[config.mk]
export PLATFORM = sky130hd
export DESIGN_NAME = wb_arbiter
export DESIGN_NICKNAME = d
export VERILOG_FILES = /design/src/rtl/wb_arb_pkg.sv /design/src/rtl/wb_arbiter_rr_grant.sv /design/src/rtl/wb_arbiter.sv
export SDC_FILE = /design/constraint.sdc
export NUM_CORES = 1
export LEC_CHECK = 0
export CORE_MARGIN = 2
export CORE_UTILIZATION = 38
export DETAILED_ROUTE_END_ITERATION = 12
export PLACE_DENSITY = 0.9
export RECOVER_POWER = 50
export SYNTH_ARGS = -nofsm -noshare
export SYNTH_HDL_FRONTEND = slang
export SYNTH_SLANG_ARGS = --single-unit
[constraint.sdc]
create_clock -name clk -period 2.65 [get_ports clk]
set_input_delay 0.53 -clock clk [delete_from_list [all_inputs] [get_ports clk]]
set_output_delay 0.53 -clock clk [all_outputs]
set_load 0.03 [all_outputs]
[src/rtl/wb_arb_pkg.sv]
// ---------------------------------------------------------------------------
// wb_arb_pkg
//
// Purpose: shared definitions for the write-back arbiter slice. It holds the
// requester index constants, the request record type, the zero-register
// constant and a helper that turns a destination register into a
// per-register bit mask.
//
// Contents:
//   REQ_ALU / REQ_LSU / REQ_CSR : requester slot indices.
//   REG_ZERO                    : architectural zero register (never written).
//   WB_XLEN                     : reference data width of wb_req_t.
//   wb_req_t                    : {rd, data} write-back record.
//   rd_onehot()                 : 32-bit one-hot of rd, with bit 0 masked off.
// ---------------------------------------------------------------------------
package wb_arb_pkg;

    localparam int REQ_ALU = 0;
    localparam int REQ_LSU = 1;
    localparam int REQ_CSR = 2;

    localparam logic [4:0] REG_ZERO = 5'd0;

    localparam int WB_XLEN = 32;

    typedef struct packed {
        logic [4:0]         rd;
        logic [WB_XLEN-1:0] data;
    } wb_req_t;

    // Writes to the zero register are dropped, so the zero register never
    // shows up in any per-register bookkeeping mask.
    function automatic logic [31:0] rd_onehot(input logic [4:0] rd);
        logic [31:0] mask;
        mask = 32'd0;
        if (rd != REG_ZERO) begin
            mask[rd] = 1'b1;
        end
        return mask;
    endfunction

endpackage

[src/rtl/wb_arbiter_rr_grant.sv]
// ---------------------------------------------------------------------------
// rr_grant
//
// Purpose: one-hot grant selection over a request vector. The search starts
// at requester 'ptr' and wraps around; the first active request found wins.
// With ptr held at zero this degenerates into plain fixed priority (lowest
// index wins), so the same block serves both arbitration policies.
//
// Parameters:
//   NUM_REQ : number of requesters.
//   PTR_W   : width of the starting-point pointer.
//
// Ports:
//   req   [NUM_REQ-1:0] in  : active requests.
//   ptr   [PTR_W-1:0]   in  : index at which the search starts (< NUM_REQ).
//   grant [NUM_REQ-1:0] out : one-hot grant, zero when no request is active.
// ---------------------------------------------------------------------------
module rr_grant #(
    parameter int NUM_REQ = 3,
    parameter int PTR_W   = 2
) (
    input  logic [NUM_REQ-1:0] req,
    input  logic [PTR_W-1:0]   ptr,
    output logic [NUM_REQ-1:0] grant
);

    // Walk the requesters in priority order starting at ptr. The 'found'
    // flag keeps later candidates from adding a second grant bit.
    always_comb begin
        int   idx;
        logic found;
        grant = '0;
        found = 1'b0;
        idx   = 0;
        for (int off = 0; off < NUM_REQ; off++) begin
            idx = (int'(ptr) + off) % NUM_REQ;
            if (!found && req[idx]) begin
                grant[idx] = 1'b1;
                found      = 1'b1;
            end
        end
    end

endmodule

[src/rtl/wb_arbiter.sv]
// ---------------------------------------------------------------------------
// wb_arbiter
//
// Purpose: arbitrates several write-back requesters onto a single register
// file write port. One request is accepted per cycle whenever any is
// pending; the accepted destination and data are registered and presented
// to the register file one cycle later. Writes to register 0 are accepted
// but never turn into a register-file write.
//
// Configuration macro:
//   WB_ARB_ROUND_ROBIN_EN
//     defined   : round-robin arbitration; after a grant to requester i the
//                 next search starts at i+1 (mod NUM_REQ). The pointer only
//                 moves on a transfer.
//     undefined : fixed priority, lowest index wins; no pointer state.
//
// Parameters:
//   NUM_REQ : number of requesters (2..4).
//   XLEN    : data width.
//
// Ports:
//   clk        in  : rising-edge clock.
//   reset      in  : asynchronous active-high reset.
//   req_valid  in  [NUM_REQ]      : requester i has a write-back pending.
//   req_rd     in  [NUM_REQ][5]   : destination register per requester.
//   req_data   in  [NUM_REQ][XLEN]: write-back data per requester.
//   req_ready  out [NUM_REQ]      : one-hot grant (combinational).
//   reg_write  out                : register-file write enable.
//   wb_sel     out [5]            : register-file write address.
//   wb_data    out [XLEN]         : register-file write data.
//   wb_pending out [32]           : per-register "granted, not yet written".
// ---------------------------------------------------------------------------
module wb_arbiter
    import wb_arb_pkg::*;
#(
    parameter int NUM_REQ = 3,
    parameter int XLEN    = 32
) (
    input  logic                           clk,
    input  logic                           reset,
    input  logic [NUM_REQ-1:0]             req_valid,
    input  logic [NUM_REQ-1:0][4:0]        req_rd,
    input  logic [NUM_REQ-1:0][XLEN-1:0]   req_data,
    output logic [NUM_REQ-1:0]             req_ready,
    output logic                           reg_write,
    output logic [4:0]                     wb_sel,
    output logic [XLEN-1:0]                wb_data,
    output logic [31:0]                    wb_pending
);

    localparam int PTR_W = (NUM_REQ > 1) ? $clog2(NUM_REQ) : 1;

    logic [PTR_W-1:0] ptr;
    logic             transfer;
    logic [4:0]       sel_rd;
    logic [XLEN-1:0]  sel_data;
    logic [31:0]      pending_set;
    logic [31:0]      pending_clr;

    rr_grant #(
        .NUM_REQ (NUM_REQ),
        .PTR_W   (PTR_W)
    ) u_rr_grant (
        .req   (req_valid),
        .ptr   (ptr),
        .grant (req_ready)
    );

    // Any valid request always receives a grant in the same cycle, so a
    // transfer happens exactly when some requester is valid. The winning
    // requester's rd/data are picked with the one-hot grant.
    always_comb begin
        transfer = |req_valid;
        sel_rd   = '0;
        sel_data = '0;
        for (int i = 0; i < NUM_REQ; i++) begin
            if (req_ready[i]) begin
                sel_rd   = req_rd[i];
                sel_data = req_data[i];
            end
        end
    end

`ifdef WB_ARB_ROUND_ROBIN_EN
    logic [PTR_W-1:0] grant_idx;

    // Binary index of the requester granted this cycle.
    always_comb begin
        grant_idx = '0;
        for (int i = 0; i < NUM_REQ; i++) begin
            if (req_ready[i]) begin
                grant_idx = PTR_W'(i);
            end
        end
    end

    // The next search begins just after the last winner, wrapping at
    // NUM_REQ. Idle cycles leave the pointer where it is.
    always_ff @(posedge clk or posedge reset) begin
        if (reset) begin
            ptr <= '0;
        end else if (transfer) begin
            if (int'(grant_idx) == NUM_REQ - 1) begin
                ptr <= '0;
            end else begin
                ptr <= grant_idx + PTR_W'(1);
            end
        end
    end
`else
    assign ptr = '0;
`endif

    // A register is marked pending at the edge that accepts its write and
    // unmarked at the edge that ends the cycle in which reg_write presents
    // it. Setting wins over clearing so back-to-back writes to the same
    // register keep the bit high.
    always_comb begin
        pending_set = transfer  ? rd_onehot(sel_rd) : 32'd0;
        pending_clr = reg_write ? rd_onehot(wb_sel) : 32'd0;
    end

    // Write-back register stage. On idle cycles the address and data hold
    // so the register-file port does not toggle needlessly; an accepted
    // write to register 0 loads the stage but never raises reg_write.
    always_ff @(posedge clk or posedge reset) begin
        if (reset) begin
            reg_write  <= 1'b0;
            wb_sel     <= '0;
            wb_data    <= '0;
            wb_pending <= '0;
        end else begin
            reg_write  <= transfer && (sel_rd != REG_ZERO);
            wb_pending <= (wb_pending & ~pending_clr) | pending_set;
            if (transfer) begin
                wb_sel  <= sel_rd;
                wb_data <= sel_data;
            end
        end
    end

endmodule

Word level (Yosys, flattened, before mapping)
Cells that the tools add are included.
{ "classes": {"n_addsub": 0, "multipliers": 0, "div": 0, "n_lt_le_gt_ge": 4, "eq_ne": 0, "shift": 0, "muxes": 19, "n_bitwise": 3, "reduce_logical": 10} }
{ "ops": {"columns": ["op", "count"], "rows": [
  ["$mux W32", 7],
  ["$and A32 B32 Y32", 1],
  ["$not A32 Y32", 1],
  ["$or A32 B32 Y32", 1],
  ["$mux W5", 3],
  ["$lt A5 B6 Y1 const B", 2],
  ["$demux W1 S5", 2],
  ["$ge A5 B1 Y1 const B", 2],
  ["$reduce_bool A5 Y1", 2],
  ["$logic_and A1 B1 Y1", 5],
  ["$mux W1", 5],
  ["$mux W3", 1],
  ["$reduce_or A3 Y1", 1],
  ["$logic_not A1 Y1", 2],
  ["$mux W2", 1]
]} }
{ "word_totals": {"reg_bits": 70, "latch_bits": 0, "ramBits": 0, "rom_bits": 0, "output_inout_bits": 73, "wordCells": 40, "mem_count": 0} }

Longest topological paths before layout
{ "logic_depth": {"depth_word": 17, "ltp_mapped": 7} }

Hierarchy
Synthesis repeated with hierarchy kept, for this count alone.
{ "hier_totals": {"hier_cells": 390, "area_unflattened_um2": 3751.1} }
{ "modules_own_cells": {"columns": ["mod", "instances", "cells_per_inst", "area_per_inst_um2", "seq_area_each_um2"], "rows": [
  ["wb_arbiter", 1, 355, 3485.8, 1751.7],
  ["rr_grant", 1, 35, 265.3, 0.0]
]} }

Worst setup path before layout
No wires, ideal clock.
{ "synth_path": {"path_type": "input to output", "from": "input req_valid[1]", "to": "output req_ready[1]", "t_arrival_ps": 1519, "t_required_ps": 2120, "path_slack_ps": 601, "cell_stages": 5, "n_path_buf": 3, "cell_sequence": "buf_6 -> clkbuf_1 -> inv_1 -> clkbuf_1 -> nor2_1"} }
{ "synth_between": {"elab_chain_cells": 3} }
{ "synth_rtl": {"columns": ["item", "line", "rtl"], "rows": [
  ["from (decl)", "wb_arbiter.sv:41", "input logic [NUM_REQ-1:0] req_valid,"],
  ["$logic_and A1 B1 Y1", "wb_arbiter_rr_grant.sv:37", "if (!found && req[idx]) begin"],
  ["$mux W2", "wb_arbiter_rr_grant.sv:37", null],
  ["$mux W3", "wb_arbiter_rr_grant.sv:37", null],
  ["to (decl)", "wb_arbiter.sv:44", "output logic [NUM_REQ-1:0] req_ready,"]
]} }
No other way between the ends.

Worst setup path in the final report
Same ends and word-level chain as after synthesis.

==> results.txt <==
The flow ran to the end, and the final reports show no timing, DRC or antenna violations. The number of rows created at floorplan is 34. The pin count of the biggest net entering global routing came out at 45. Of all nets on the critical path, the largest fanout is 14. The area added between synthesis and finish came out at 65.3%. In the finished design, the share of the clock period the worst path needs comes to 0.930.

The routed layout has 3436 vias. The net switching power of the design is 1.53 mW. The starting density of the core came out at 0.385. The worst register-to-register path ends at wb_pending[16]. The root buffer cell chosen for the clock tree is clkbuf_8.

Leaving out fill and tap cells, the most frequent cell in the layout is clkdlybuf4s50_1. STA puts the critical path data arrival time at ~1.9 ns. Of the total power, the share spent switching nets is 0.392.

The worst setup path is captured at a primary output. The fraction of power consumed by sequential logic came out at 0.378. The cell area that synthesis handed to floorplanning was 3310 sq um.

The tightest min-delay check is of the reg2reg type. The clock-pin slew on the worst setup and hold paths is 0.09 ns. The first detailed-routing pass ran for 4 iterations. The worst register-to-register path begins at wb_sel[0]. The peak supply drop is 0.000342 V. The count of buffers from port buffering is roughly 190. The fmax came out at just over 400 MHz. The number of global-route vias before repair came out at ~3600. The setup fix buffers added after clock tree synthesis is 0. For this design the static power due to leakage is roughly 2.1 nW. The final count of pins violating max slew is 0.

The die covers around 9500 sq um. The start point of the critical path is req_valid[1]. The clock insertion delay at the later pin of the skew report is about 0.35 ns. The count of final setup violators is 0. Setup repair after global routing left no endpoint under its margin. The total clock buffers created by CTS is 9. The net count after synthesis is between 400 and 500. The power density over the cells is 711 nW/um^2. The setup slack of the critical path after layout came out at around 0.19 ns. The headroom to the max-slew limit came out at 0.388. The unique cell type count in the Yosys netlist came out at 29. Once layout is done, the placed cells without fillers occupy 5470 sq um.

The number of cell instances on the worst register-to-register path is 3. The minimum clock period after layout is between 2 and 2.5 ns. The library cells used most frequently in the layout, excluding fill and tap cells, are clkdlybuf4s50_1, o21ai_0, dfrtp_1, a21oi_1, o22ai_1. STA classifies the critical path startpoint as an input pin. The post-detailed-route wirelength per cell is between 15 and 20 um. The x dimension of the die came out at ~100 um. The total area inside the core boundary comes to ~8600 sq um.

The portion of total power attributed to combinational logic came out at 0.413. After the first detailed-routing iteration, the DRC count stood at about 120. Of the synthesized area, sequential elements account for 0.529.

During synthesis, Yosys emitted a total of 0 warnings. The proportion of layout cells with a drive suffix above 1 is 0.0706. Once detail routing completed, the nets flagged for antenna violations numbered 0.

The part of the total power dissipated in the clock network is 0.209. The number of synthesized register bits came out at 70. The count of hold buffers inserted by post-cts repair came out at 0. The number of instances in the synthesized netlist came out at approximately 350. The die span in y came out at a little under 100 um. The number of max-cap violations came out at 0.

The first-pass GRT wire length is about 18000 um. The post-detailed-route DRC marker count came out at 0. The most critical setup path has its endpoint at req_ready[1]. The worst setup path is of the in2out kind.

A synthesized cell averages between 9 and 10 sq um. The total count of hold-check failures in the final report is 0. The wire length after detailed routing came out at between 10000 and 15000 um. The CTS tree is done. The cell area after placement came out at between 5000 and 6000 sq um.

The number of antenna diodes in the final layout is 0. The total global routing overflow is 0. At the end of the flow, the number of nets in the layout was about 650. The post-placement setup slack came out at between 0.15 and 0.2 ns.

The internal power of the cells totals between 2 and 2.5 mW. The internal reg-to-reg setup slack came out at 1.19 ns. The H-tree level count is 3. The total of cells resized after clock tree synthesis came out at 0. The number of antenna violations at the first check in global routing is 0. The final weighted congestion in routability-driven placement came out at approximately 0.84.

The final worst clock skew came out at between 0.008 and 0.009 ns. The sum of negative setup slack is 0 ns. For this run, the total global-route usage over all layers was measured as 0.232. The number of placed I/O pins came out at 189. The data required time of the worst path came out at around 2.1 ns. The per-cell via count in the routed design came out at approximately 5.3. The longest clock path from root to sink contains 2 buffers. The sink count of the clock tree came out at 70. The transition time of the tightest slew-check pin came out at just over 0.9 ns. The HPWL after detailed placement is around 8500 um.
area by class of cell:
| cell class | instances | area [sq um] |
|---|---|---|
| Fill cell | 699 | 3120 |
| Timing Repair Buffer | 202 | 1970 |
| Sequential cell | 70 | 1750 |
| Multi-Input combinational cell | 245 | 1410 |
| Tap cell | 108 | 135 |
| Clock buffer | 9 | 124 |
| Clock inverter | 7 | 56.3 |
| Inverter | 5 | 21.3 |
how the worst min path moves through the flow:
| stage | from | to | slack, ns | depth (start not counted) |
|---|---|---|---|---|
| floorplan | wb_pending[0] | wb_pending[0] | 0.64 | 1 |
| global placement | wb_pending[0] | wb_pending[0] | 0.37 | 0 |
| detailed placement | wb_pending[0] | wb_pending[0] | 0.36 | 0 |
| CTS | wb_pending[0] | wb_pending[0] | 0.39 | 0 |
| global route | wb_pending[0] | wb_pending[0] | 0.40 | 0 |
| finish | wb_pending[0] | wb_pending[0] | 0.39 | 0 |
power by group through the flow:
stage,registers (mW),logic (mW),clock network (mW)
2_1_floorplan,1.95,0.349,0
5_1_grt,1.50,1.71,0.860
3_3_place_gp,1.48,1.61,0
6_report,1.47,1.61,0.811
4_1_cts,1.47,1.65,0.830
3_5_place_dp,1.50,1.65,0
metal layers:
metal / GRT usage / wire length, um
met2: 0.421 / 5680
met4: 0.0759 / 195
met5: 0 / 0
met3: 0.0583 / 793
met1: 0.268 / 4190
stage by stage:
stage                     utilization  hold WS, ns  power (mW)  cells
after floorplan                     -        0.638        2.30    346
after global placement          0.618        0.367        3.09    630
after detailed placement        0.618        0.364        3.15    630
after CTS                       0.639        0.392        3.96    646
after global routing            0.636        0.398        4.07    646
final                           0.636        0.385        3.89    646
synthesized netlist by cell type:
cell        n  area share
a21o_1      4      0.0091
a21oi_1    37       0.056
a22o_1      1      0.0026
a22oi_1     1      0.0023
a22oi_2     1      0.0038
a2bb2oi_1   2      0.0053
a2bb2oi_2   2      0.0091
buf_2       9       0.014
buf_4       2      0.0045
buf_6       1      0.0034
clkbuf_1   14       0.016
dfrtp_1    70        0.53
inv_1       4      0.0045
inv_4       1      0.0019
mux2i_1    11       0.033
nand2_1    16       0.018
nand2b_1    2      0.0038
nand3_1     4      0.0060
nand3b_1   14       0.032
nor2_1     15       0.017
nor3b_1     1      0.0023
o21ai_0    80        0.12
o21ai_1     5      0.0076
o22ai_1    29       0.055
or2_2       1      0.0019
or3_1      14       0.026
or3_4       2      0.0068
or3b_1      2      0.0053
or3b_2      1      0.0026
flip-flops by register name, summed over array words and instances, names as in the netlist:
register    count
wb_data        32
reg_write       1
wb_sel          5
wb_pending     32
logic make-up after synthesis:
group           synth area share
flops                      0.529
buf+inv                   0.0439
compound gates             0.271
mux                       0.0333
simple gates               0.122
critical path: stages:
cell	delay, ns
dlygate4sd3_1	0.80
buf_4	0.25
inv_1	0.06
nor2_1	0.11
buf_4	0.18
(Power assumes the default switching activity.)
